[config.mk]
export PLATFORM = sky130hd
export DESIGN_NAME = mul_wb_queue
export DESIGN_NICKNAME = d
export VERILOG_FILES = /design/src/rtl/core_pkg.sv /design/src/rtl/sync_fifo_mem.sv /design/src/rtl/mul_wb_queue.sv
export SDC_FILE = /design/constraint.sdc
export NUM_CORES = 1
export LEC_CHECK = 0
export ABC_CLOCK_PERIOD_IN_PS = 18200
export CELL_PAD_IN_SITES_DETAIL_PLACEMENT = 1
export CELL_PAD_IN_SITES_GLOBAL_PLACEMENT = 1
export CORE_MARGIN = 5
export CORE_UTILIZATION = 48
export CTS_CLUSTER_DIAMETER = 100
export DETAILED_ROUTE_END_ITERATION = 16
export PLACE_DENSITY_LB_ADDON = 0.1
export SYNTH_ARGS = -nofsm -noshare
export SYNTH_HDL_FRONTEND = slang
export SYNTH_HIERARCHICAL = 1
export SYNTH_SLANG_ARGS = --single-unit
[constraint.sdc]
create_clock -name clock -period 18.2 [get_ports clock]
set_input_delay 3.64 -clock clock [delete_from_list [all_inputs] [get_ports clock]]
set_output_delay 3.64 -clock clock [all_outputs]
set_load 0.02 [all_outputs]
[src/rtl/core_pkg.sv]
// Shared definitions for the multiplier writeback queue: entry layout,
// exception bundle widths and the position of each bundle's valid flag.
package core_pkg;

  localparam int MUL_WB_DEPTH     = 4;
  localparam int XCPT_FETCH_W     = 66;
  localparam int XCPT_DECODE_W    = 33;
  localparam int XCPT_MUL_W       = 33;

  // Each 33-bit exception record carries its valid flag in the MSB;
  // the fetch bundle is two such records back to back.
  localparam int XCPT_FETCH_VLD_HI = 65;
  localparam int XCPT_FETCH_VLD_LO = 32;
  localparam int XCPT_DECODE_VLD   = 32;
  localparam int XCPT_MUL_VLD      = 32;

  typedef struct packed {
    logic [2:0]               instr_id;
    logic [31:0]              pc;
    logic [4:0]               dest_reg;
    logic [31:0]              data;
    logic [XCPT_FETCH_W-1:0]  xcpt_fetch;
    logic [XCPT_DECODE_W-1:0] xcpt_decode;
    logic [XCPT_MUL_W-1:0]    xcpt_mul;
  } mul_wb_entry_t;

  function automatic logic entry_has_xcpt(input mul_wb_entry_t e);
    return e.xcpt_fetch[XCPT_FETCH_VLD_HI] | e.xcpt_fetch[XCPT_FETCH_VLD_LO] |
           e.xcpt_decode[XCPT_DECODE_VLD]  | e.xcpt_mul[XCPT_MUL_VLD];
  endfunction

endpackage

[src/rtl/sync_fifo_mem.sv]
// Entry storage for the writeback queue: one synchronous write port and one
// asynchronous read port. Contents are deliberately not reset.
module sync_fifo_mem
  import core_pkg::*;
#(
  parameter int DEPTH = MUL_WB_DEPTH,
  parameter int PTR_W = $clog2(DEPTH)
) (
  input  logic          i_clk,
  input  logic          i_we,
  input  logic [PTR_W-1:0] i_waddr,
  input  mul_wb_entry_t i_wdata,
  input  logic [PTR_W-1:0] i_raddr,
  output mul_wb_entry_t o_rdata
);

  mul_wb_entry_t r_mem [DEPTH];

  always_ff @(posedge i_clk) begin
    if (i_we) r_mem[i_waddr] <= i_wdata;
  end

  assign o_rdata = r_mem[i_raddr];

endmodule

[src/rtl/mul_wb_queue.sv]
// In-order queue between the last multiplier stage and the writeback arbiter.
// Full/empty come from the registered count; exceptions pass through untouched.
module mul_wb_queue
  import core_pkg::*;
#(
  parameter int DEPTH = MUL_WB_DEPTH,
  localparam int PTR_W = $clog2(DEPTH)
) (
  input  logic                     clock,
  input  logic                     reset,
  input  logic                     flush_in,
  input  logic                     instr_valid_in,
  input  logic [2:0]               instr_id_in,
  input  logic [31:0]              program_counter_in,
  input  logic [4:0]               dest_reg_in,
  input  logic [31:0]              data_result_in,
  input  logic [XCPT_FETCH_W-1:0]  xcpt_fetch_in,
  input  logic [XCPT_DECODE_W-1:0] xcpt_decode_in,
  input  logic [XCPT_MUL_W-1:0]    xcpt_mul_in,
  output logic                     stall_mul_out,
  output logic                     wb_valid_out,
  input  logic                     wb_ready_in,
  output logic [2:0]               wb_instr_id_out,
  output logic [31:0]              wb_pc_out,
  output logic [4:0]               wb_dest_reg_out,
  output logic [31:0]              wb_data_out,
  output logic                     wb_write_rf_out,
  output logic                     wb_xcpt_out,
  output logic [XCPT_FETCH_W-1:0]  wb_xcpt_fetch_out,
  output logic [XCPT_DECODE_W-1:0] wb_xcpt_decode_out,
  output logic [XCPT_MUL_W-1:0]    wb_xcpt_mul_out
);

  localparam int CNT_W = PTR_W + 1;

  logic [PTR_W-1:0] r_wr_ptr;
  logic [PTR_W-1:0] r_rd_ptr;
  logic [CNT_W-1:0] r_count;

  logic          w_push;
  logic          w_pop;
  mul_wb_entry_t w_wr_entry;
  mul_wb_entry_t w_head;
  mul_wb_entry_t w_head_vis;

  assign stall_mul_out = (r_count == CNT_W'(DEPTH));
  assign wb_valid_out  = (r_count != '0);
  assign w_push        = instr_valid_in && !stall_mul_out;
  assign w_pop         = wb_valid_out && wb_ready_in;

  always_ff @(posedge clock or posedge reset) begin
    if (reset) begin
      r_wr_ptr <= '0;
      r_rd_ptr <= '0;
      r_count  <= '0;
    end else if (flush_in) begin
      r_wr_ptr <= '0;
      r_rd_ptr <= '0;
      r_count  <= '0;
    end else begin
      if (w_push) r_wr_ptr <= r_wr_ptr + PTR_W'(1);
      if (w_pop)  r_rd_ptr <= r_rd_ptr + PTR_W'(1);
      case ({w_push, w_pop})
        2'b10:   r_count <= r_count + CNT_W'(1);
        2'b01:   r_count <= r_count - CNT_W'(1);
        default: r_count <= r_count;
      endcase
    end
  end

  always_comb begin
    w_wr_entry             = '0;
    w_wr_entry.instr_id    = instr_id_in;
    w_wr_entry.pc          = program_counter_in;
    w_wr_entry.dest_reg    = dest_reg_in;
    w_wr_entry.data        = data_result_in;
    w_wr_entry.xcpt_fetch  = xcpt_fetch_in;
    w_wr_entry.xcpt_decode = xcpt_decode_in;
    w_wr_entry.xcpt_mul    = xcpt_mul_in;
  end

  sync_fifo_mem #(
    .DEPTH (DEPTH),
    .PTR_W (PTR_W)
  ) u_mem (
    .i_clk   (clock),
    .i_we    (w_push && !flush_in),
    .i_waddr (r_wr_ptr),
    .i_wdata (w_wr_entry),
    .i_raddr (r_rd_ptr),
    .o_rdata (w_head)
  );

  // Storage is never reset, so the head is masked to keep wb_* at zero when empty.
  assign w_head_vis         = wb_valid_out ? w_head : '0;
  assign wb_instr_id_out    = w_head_vis.instr_id;
  assign wb_pc_out          = w_head_vis.pc;
  assign wb_dest_reg_out    = w_head_vis.dest_reg;
  assign wb_data_out        = w_head_vis.data;
  assign wb_xcpt_fetch_out  = w_head_vis.xcpt_fetch;
  assign wb_xcpt_decode_out = w_head_vis.xcpt_decode;
  assign wb_xcpt_mul_out    = w_head_vis.xcpt_mul;
  assign wb_xcpt_out        = entry_has_xcpt(w_head_vis);
  assign wb_write_rf_out    = wb_valid_out && !wb_xcpt_out && (w_head_vis.dest_reg != '0);

  a_no_push_when_full: assert property (@(posedge clock) disable iff (reset)
    !(instr_valid_in && stall_mul_out))
    else $warning("mul_wb_queue: instr_valid_in while full, instruction dropped");

endmodule
==> results of run 1 <==
-- kinds of logic after synthesis --
group	Yosys count	synth area share, %
flip-flops	823	78.37
AND/OR/NAND/NOR	231	4.597
multiplexers	206	14.66
buffers and inverters	79	1.923
AO/OA/AOI/OAI	13	0.3060
XOR/XNOR	3	0.08345
adder cells (fa/ha/maj)	1	0.06357
-- worst paths after layout --
path | from | endpoint | slack [ps] | cells after the start
max in group asynchronous | reset | r_rd_ptr[0] | 14620 | 2
setup / recovery | r_rd_ptr[0] | wb_instr_id_out[2] | 9980 | 5
hold / removal | r_wr_ptr[0] | r_wr_ptr[0] | 680 | 2
min in group asynchronous | reset | r_count[0] | 3300 | 2
hold reg to reg | r_wr_ptr[0] | r_wr_ptr[0] | 680 | 2
setup reg to reg | r_count[0] | u_mem/r_mem[1][80] | 14260 | 5
-- worst max-delay path, cell delays in order (launching register included) --
cell,delay (ps)
dfrtp_4,840
buf_4,830
buf_4,880
mux4_2,600
and2_1,150
clkdlybuf4s50_1,610
-- per-stage QoR --
stage	instances	utilization [%]
6_report	2742	59.68
5_1_grt	2735	59.66
2_1_floorplan	1356	-
3_3_place_gp	2583	55.59
4_1_cts	2733	59.65
3_5_place_dp	2583	55.59
-- sequential cells by signal (all words and copies together), names as in the netlist --
name and flops:
r_count 3, r_rd_ptr 2, u_mem/r_mem 816, r_wr_ptr 2
-- placed cells by master (no fill, tap or decap), types with 9 or more instances in the layout --
cell type        count
edfxtp_1           816
clkdlybuf4s50_1    416
and2_1             204
mux4_2             204
clkbuf_16           87
clkbuf_1            21
buf_4               21
clkinv_1            17
clkinv_2            13
diode_2              9
-- power by group --
group / internal [W] / leakage [nW] / switching [W]
Clock: 0.000985 / 1.29 / 0.000674
Combinational: 0.000340 / 3.41 / 0.000360
Sequential: 0.00214 / 7.50 / 0.0000237
Total: 0.00347 / 12.2 / 0.00106
-- synthesized netlist by cell type (all sizes together), types with 2 or more instances --
library cell and number:
a21oi 2, and3b 2, nor3 2, mux2 2, buf 64, nor3b 3
clkbuf 10, edfxtp 816, or3 2, and2 204, nand2 2, mux4 204
dfrtp 7, inv 5, o2111ai 2, nor2 8, nand3 2, xor2 2
-- area by class of cell --
type                       instances  area, um^2
antenna                            9       22.52
clock buffer                     108        2256
clock inverter                    42       400.4
fill                            5452       26360
inverter                           5       23.77
multi-input combinational        454        6237
sequential                       823       24690
tap                              864        1081
timing repair buffer             437        4322
-- layer usage --
metal / vias up / track usage [%] / wire (um)
met5: - / 0 / 165
met4: 28 / 5.079 / 1531
met1: 7856 / 26.09 / 28190
met3: 120 / 6.436 / 5147
li1: 6484 / - / -
met2: 377 / 33.45 / 36300
==> results.md, run 1 <==
| Result | This run | Unit |
|:---|:---|:---|
| Routed vias/inst | 5.421 | - |
| Final instance area | 0.03903 | mm^2 |
| Worst-path fanout max | 46 | - |
| P&R area growth vs syn | 23.93 | % |
| Synth unique cells | 41 | - |
| Hold Fails Final Rpt | 0 | - |
| Largest net degree at the start of global routing | 138 | - |
| Average cell area after synthesis | 23.22 | um^2 |
| Final nets | 2015 | - |
| CTS tree | done | - |
| Via count of the first global-routing pass | 16200 | - |
| Power after layout | 0.004525 | W |
| CP arrival | 4580 | ps |
| HPWL after detailed placement | 43.16 | mm |
| Most area-consuming cells after synthesis | edfxtp_1, mux4_2, and2_1 | - |
| CTS clk-pin slew, worst paths | 50 | ps |
| Clock Sink Count | 823 | - |
| H-Tree Depth | 3 | - |
| Final clock period utilization by the worst path | 45.15 | % |
| Max Clk Rate | 121.7 | MHz |
| Initial standard-cell utilization of the core | 48.16 | % |
| Clock buffer depth | 3 | - |
| Portion of synthesized cell area occupied by the leading cell type | 77.81 | % |
| Required time at the worst-slack endpoint | 14560 | ps |
| Resized cells post-CTS | 0 | - |
| Global Route Usage Sum | 20.09 | % |
| Standard-cell row count | 94 | - |
| Initial DRC Count | 935 | - |
| Netlist area before placement | 0.03149 | mm^2 |
| CTS Root Cell | clkbuf_16 | - |
| Fraction of registers with async set/reset | 0.8505 | % |
| Number of hold buffers added after cts | 0 | - |
| Post-detailed-placement cell area | 0.03635 | mm^2 |
| Max Slew Vio Count | 0 | - |
| Dominant cell type by area after synthesis | edfxtp_1 | - |
| Worst hold slack | 683.9 | ps |
| Area enclosed by the die boundary | 0.07083 | mm^2 |
| Vias | 14870 | - |
| Final routed wire length divided by cell count | 26.01 | um |
| Slew of the pin with the lowest slew margin | 1080 | ps |
| Share of cells above drive strength 1 | 18.73 | % |
| Vert. Die Dim | 266.1 | um |
| Sequential element share of the synthesized area | 78.37 | % |
| Initial antenna violation count | 22 | - |
| Worst hold path type | flop to flop | - |
| Final RePlAce weighted congestion | 0.7408 | - |
| Total wire length | 71.33 | mm |
| Type of element launching the critical path | flop | - |
| Io pins | 417 | - |
| Global route total overflow | 0 | - |
| Final setup violation count | 0 | - |
| Maxcap violations | 0 | - |
| Synth Net Count | 1566 | - |
| Number of warnings issued by yosys | 6 | - |
| First-pass GRT wire length | 106.5 | mm |
| Cts bufs inserted | 84 | - |
| Most frequently used flop master after synthesis | edfxtp_1 | - |
| Number of synthesized register bits | 823 | - |
| Detailed Routing Iterations Pass 1 | 5 | - |
| Horizontal die dimension | 266.1 | um |
| Final worst clock skew | 15.45 | ps |
| Endpoint kind of the worst setup timing path | output pin | - |
| Leakage | 12.21 | nW |
| Input/output buffers | 416 | - |
| Max IR drop VDD | 0.08356 | mV |
| Relative slew slack | 28.02 | % |
| Number of antenna-violating nets in the routed design | 0 | - |
| Floorplan Core Area | 0.06539 | mm^2 |
| Number of enable flip-flop cells after synthesis | 816 | - |
| Setup bufs post-CTS | 0 | - |
| Minimum clock period after layout | 8217 | ps |
| Count of unresolved DRC violations after routing | 0 | - |
| Unrepaired setup endpoints after global routing | false | - |
| Total power per unit cell area | 115.9 | mW/mm^2 |
| Dpl ws | 10360 | ps |
| Insertion delay of the later-clocked pin in the worst-skew pair | 610 | ps |
| Status | finished clean | - |
| Post-route worst setup slack | 9983 | ps |
| Total Negative Setup Slacks | 0 | ps |
| Gate count of the mapped netlist | 1356 | - |
| Category of the critical setup timing path | flop to output pin | - |
No activity file was read; power rests on OpenSTA's default activity.
==> inputs of run 2 (changes only) <==
--- a/config.mk
+++ b/config.mk
@@ -5,7 +5,7 @@
 export SDC_FILE = /design/constraint.sdc
 export NUM_CORES = 1
 export LEC_CHECK = 0
-export ABC_CLOCK_PERIOD_IN_PS = 18200
+export ABC_CLOCK_PERIOD_IN_PS = 8340
 export CELL_PAD_IN_SITES_DETAIL_PLACEMENT = 1
 export CELL_PAD_IN_SITES_GLOBAL_PLACEMENT = 1
 export CORE_MARGIN = 5
==> constraint.sdc (replaced) <==
create_clock -name clock -period 8.34 [get_ports clock]
set_input_delay 1.668 -clock clock [delete_from_list [all_inputs] [get_ports clock]]
set_output_delay 1.668 -clock clock [all_outputs]
set_load 0.02 [all_outputs]
==> results.md, run 2 (synthesis results as in run 1) <==
| Result | This run | Unit | Change |
|:---|:---|:---|:---|
| Input/output buffers | 416 | - | unchanged |
| Largest registers in the final layout | u_mem/r_mem x816, r_count x3 | - |  |
| Horizontal die dimension | 266.1 | um | unchanged |
| P&R area growth vs syn | 24.08 | % |  |
| CP arrival | 4190 | ps | -390 ps |
| Number of flip-flops under the largest register name | 816 | - | unchanged |
| Largest stage delay, worst path | 1120 | ps | +240 ps |
| Relative slew slack | 25.50 | % | -2.5 points |
| Slew of the pin with the lowest slew margin | 1117 | ps | +37.77 ps |
| CTS Root Cell | clkbuf_16 | - |  |
| Unrepaired setup endpoints after global routing | false | - |  |
| Required time at the worst-slack endpoint | 6670 | ps | -7890 ps |
| Initial standard-cell utilization of the core | 48.16 | % | unchanged |
| Ordered cell list for the critical path | mux4_2 > nor4_2 > o311a_1 > clkdlybuf4s50_1 | - |  |
| Io pins | 417 | - | unchanged |
| CTS clk-pin slew, worst paths | 60 | ps | about the same |
| Leakage | 12.21 | nW | about the same |
| Minimum clock period after layout | 5860 | ps |  |
| Total Negative Setup Slacks | 0 | ps | unchanged |
| Commonest non-fill, non-tap cell in the layout | edfxtp_1 | - |  |
| Global route total overflow | 0 | - | unchanged |
| Total power per unit cell area | 251.5 | mW/mm^2 | +120% |
| Hold Fails Final Rpt | 0 | - | unchanged |
| Status | finished clean | - |  |
| Final routed wire length divided by cell count | 26.12 | um | +0.40% |
| Largest net degree at the start of global routing | 110 | - | -20% |
| Post-route worst setup slack | 2480 | ps | -7503 ps |
| Slowest library cell on the worst path | dfrtp_4 | - |  |
| Resized cells post-CTS | 0 | - | unchanged |
| Insertion delay of the later-clocked pin in the worst-skew pair | 620 | ps | about the same |
| Dpl ws | 2936 | ps | -7424 ps |
| CTS tree | done | - |  |
| Final clock period utilization by the worst path | 70.27 | % |  |
| Maxcap violations | 0 | - | unchanged |
| Final nets | 2016 | - | +0.050% |
| Floorplan Core Area | 0.06539 | mm^2 | unchanged |
| HPWL after detailed placement | 43.26 | mm | +0.22% |
| Worst-path fanout max | 49 | - | +6.5% |
| Total wire length | 71.91 | mm | +0.81% |
| Top library cells by usage in the layout, fill and taps aside | edfxtp_1, clkdlybuf4s50_1, and2_1, mux4_2, clkbuf_16 | - |  |
| Cell family contributing the most delay on the critical path | flip-flops | - |  |
| Vert. Die Dim | 266.1 | um | unchanged |
| Initial antenna violation count | 24 | - | +9.1% |
| Register-to-Register Setup Slack | 5070 | ps | -9190 ps |
| Max IR drop VDD | 0.2163 | mV | +160% |
| Final setup violation count | 0 | - | unchanged |
| Type of element launching the critical path | flop | - |  |
| Routed vias/inst | 5.460 | - | +0.72% |
| H-Tree Depth | 3 | - | unchanged |
| Worst hold path type | flop to flop | - |  |
| Clock buffer depth | 3 | - | unchanged |
| Number of antenna-violating nets in the routed design | 0 | - | unchanged |
| Detailed Routing Iterations Pass 1 | 4 | - | -1 |
| Standard-cell row count | 94 | - | unchanged |
| First-pass GRT wire length | 107.6 | mm | +0.95% |
| Clock Sink Count | 823 | - | unchanged |
| Register ranked first by flip-flop count | u_mem/r_mem | - |  |
| Cts bufs inserted | 85 | - | +1.2% |
| Max Slew Vio Count | 0 | - | unchanged |
| Max Clk Rate | 170.6 | MHz |  |
| Final RePlAce weighted congestion | 0.7266 | - | -1.9% |
| Initial DRC Count | 987 | - | +5.6% |
| Layout Utilization | 59.75 | % | +0.071 points |
| Category of the critical setup timing path | flop to output pin | - |  |
| Worst hold slack | 682.0 | ps | -1.916 ps |
| Vias | 15030 | - | +1.1% |
| Setup bufs post-CTS | 0 | - | unchanged |
| Share of cells above drive strength 1 | 18.68 | % | -0.050 points |
| Endpoint kind of the worst setup timing path | output pin | - |  |
| Final worst clock skew | 13.67 | ps | -1.778 ps |
| Area enclosed by the die boundary | 0.07083 | mm^2 | unchanged |
| Via count of the first global-routing pass | 16510 | - | +1.9% |
| Global Route Usage Sum | 20.25 | % | +0.16 points |
| Number of hold buffers added after cts | 0 | - | unchanged |
| Count of unresolved DRC violations after routing | 0 | - | unchanged |
| Critical path buffers and inverters | 1 | - | -2 |
run 2: worst paths after layout:
check / start / endpoint / cells after the start
max in group asynchronous: reset / r_rd_ptr[0] / 2
min in group asynchronous: reset / r_wr_ptr[0] / 2
hold / removal: r_wr_ptr[0] / r_wr_ptr[0] / 2
setup / recovery: r_rd_ptr[0] / wb_write_rf_out / 4
hold reg to reg: r_wr_ptr[0] / r_wr_ptr[0] / 2
setup reg to reg: r_count[0] / u_mem/r_mem[1][163] / 4
run 2: layout make-up:
class / count / area [um^2]
clock inverters: 39 / 309.0
multi-input cells: 454 / 6237
inverters: 5 / 23.77
repair buffers: 437 / 4384
clock buffers: 116 / 2316
flip-flops and latches: 823 / 24690
well taps: 864 / 1081
diodes: 15 / 37.54
fillers: 5472 / 26320
run 2: layer usage:
metal,GRT usage (%),wire length [um]
met4,5.621,1592
met5,0,168
met1,26.58,28680
met2,33.08,36080
met3,6.584,5385
run 2: where the power goes:
group	switching, W	leakage [nW]	total [W]	internal [W]
clock	0.00150	1.28	0.00357	0.00207
combinational	0.000780	3.43	0.00153	0.000750
sequential	0.0000592	7.50	0.00473	0.00467
run 2: metrics by stage:
step / std cells / power, W / area [um^2]
2_1_floorplan: 1356 / 0.005722 / 31500
3_3_place_gp: 2583 / 0.006367 / 36410
3_5_place_dp: 2583 / 0.006383 / 36410
4_1_cts: 2738 / 0.009967 / 39040
5_1_grt: 2742 / 0.01022 / 39050
6_report: 2753 / 0.009828 / 39080
run 2: worst register-to-register path: stages, from the launching register on:
cell and delay [ps]:
dfrtp_1 630, nor3b_4 120, nor3_1 390, and3b_4 910, buf_4 790
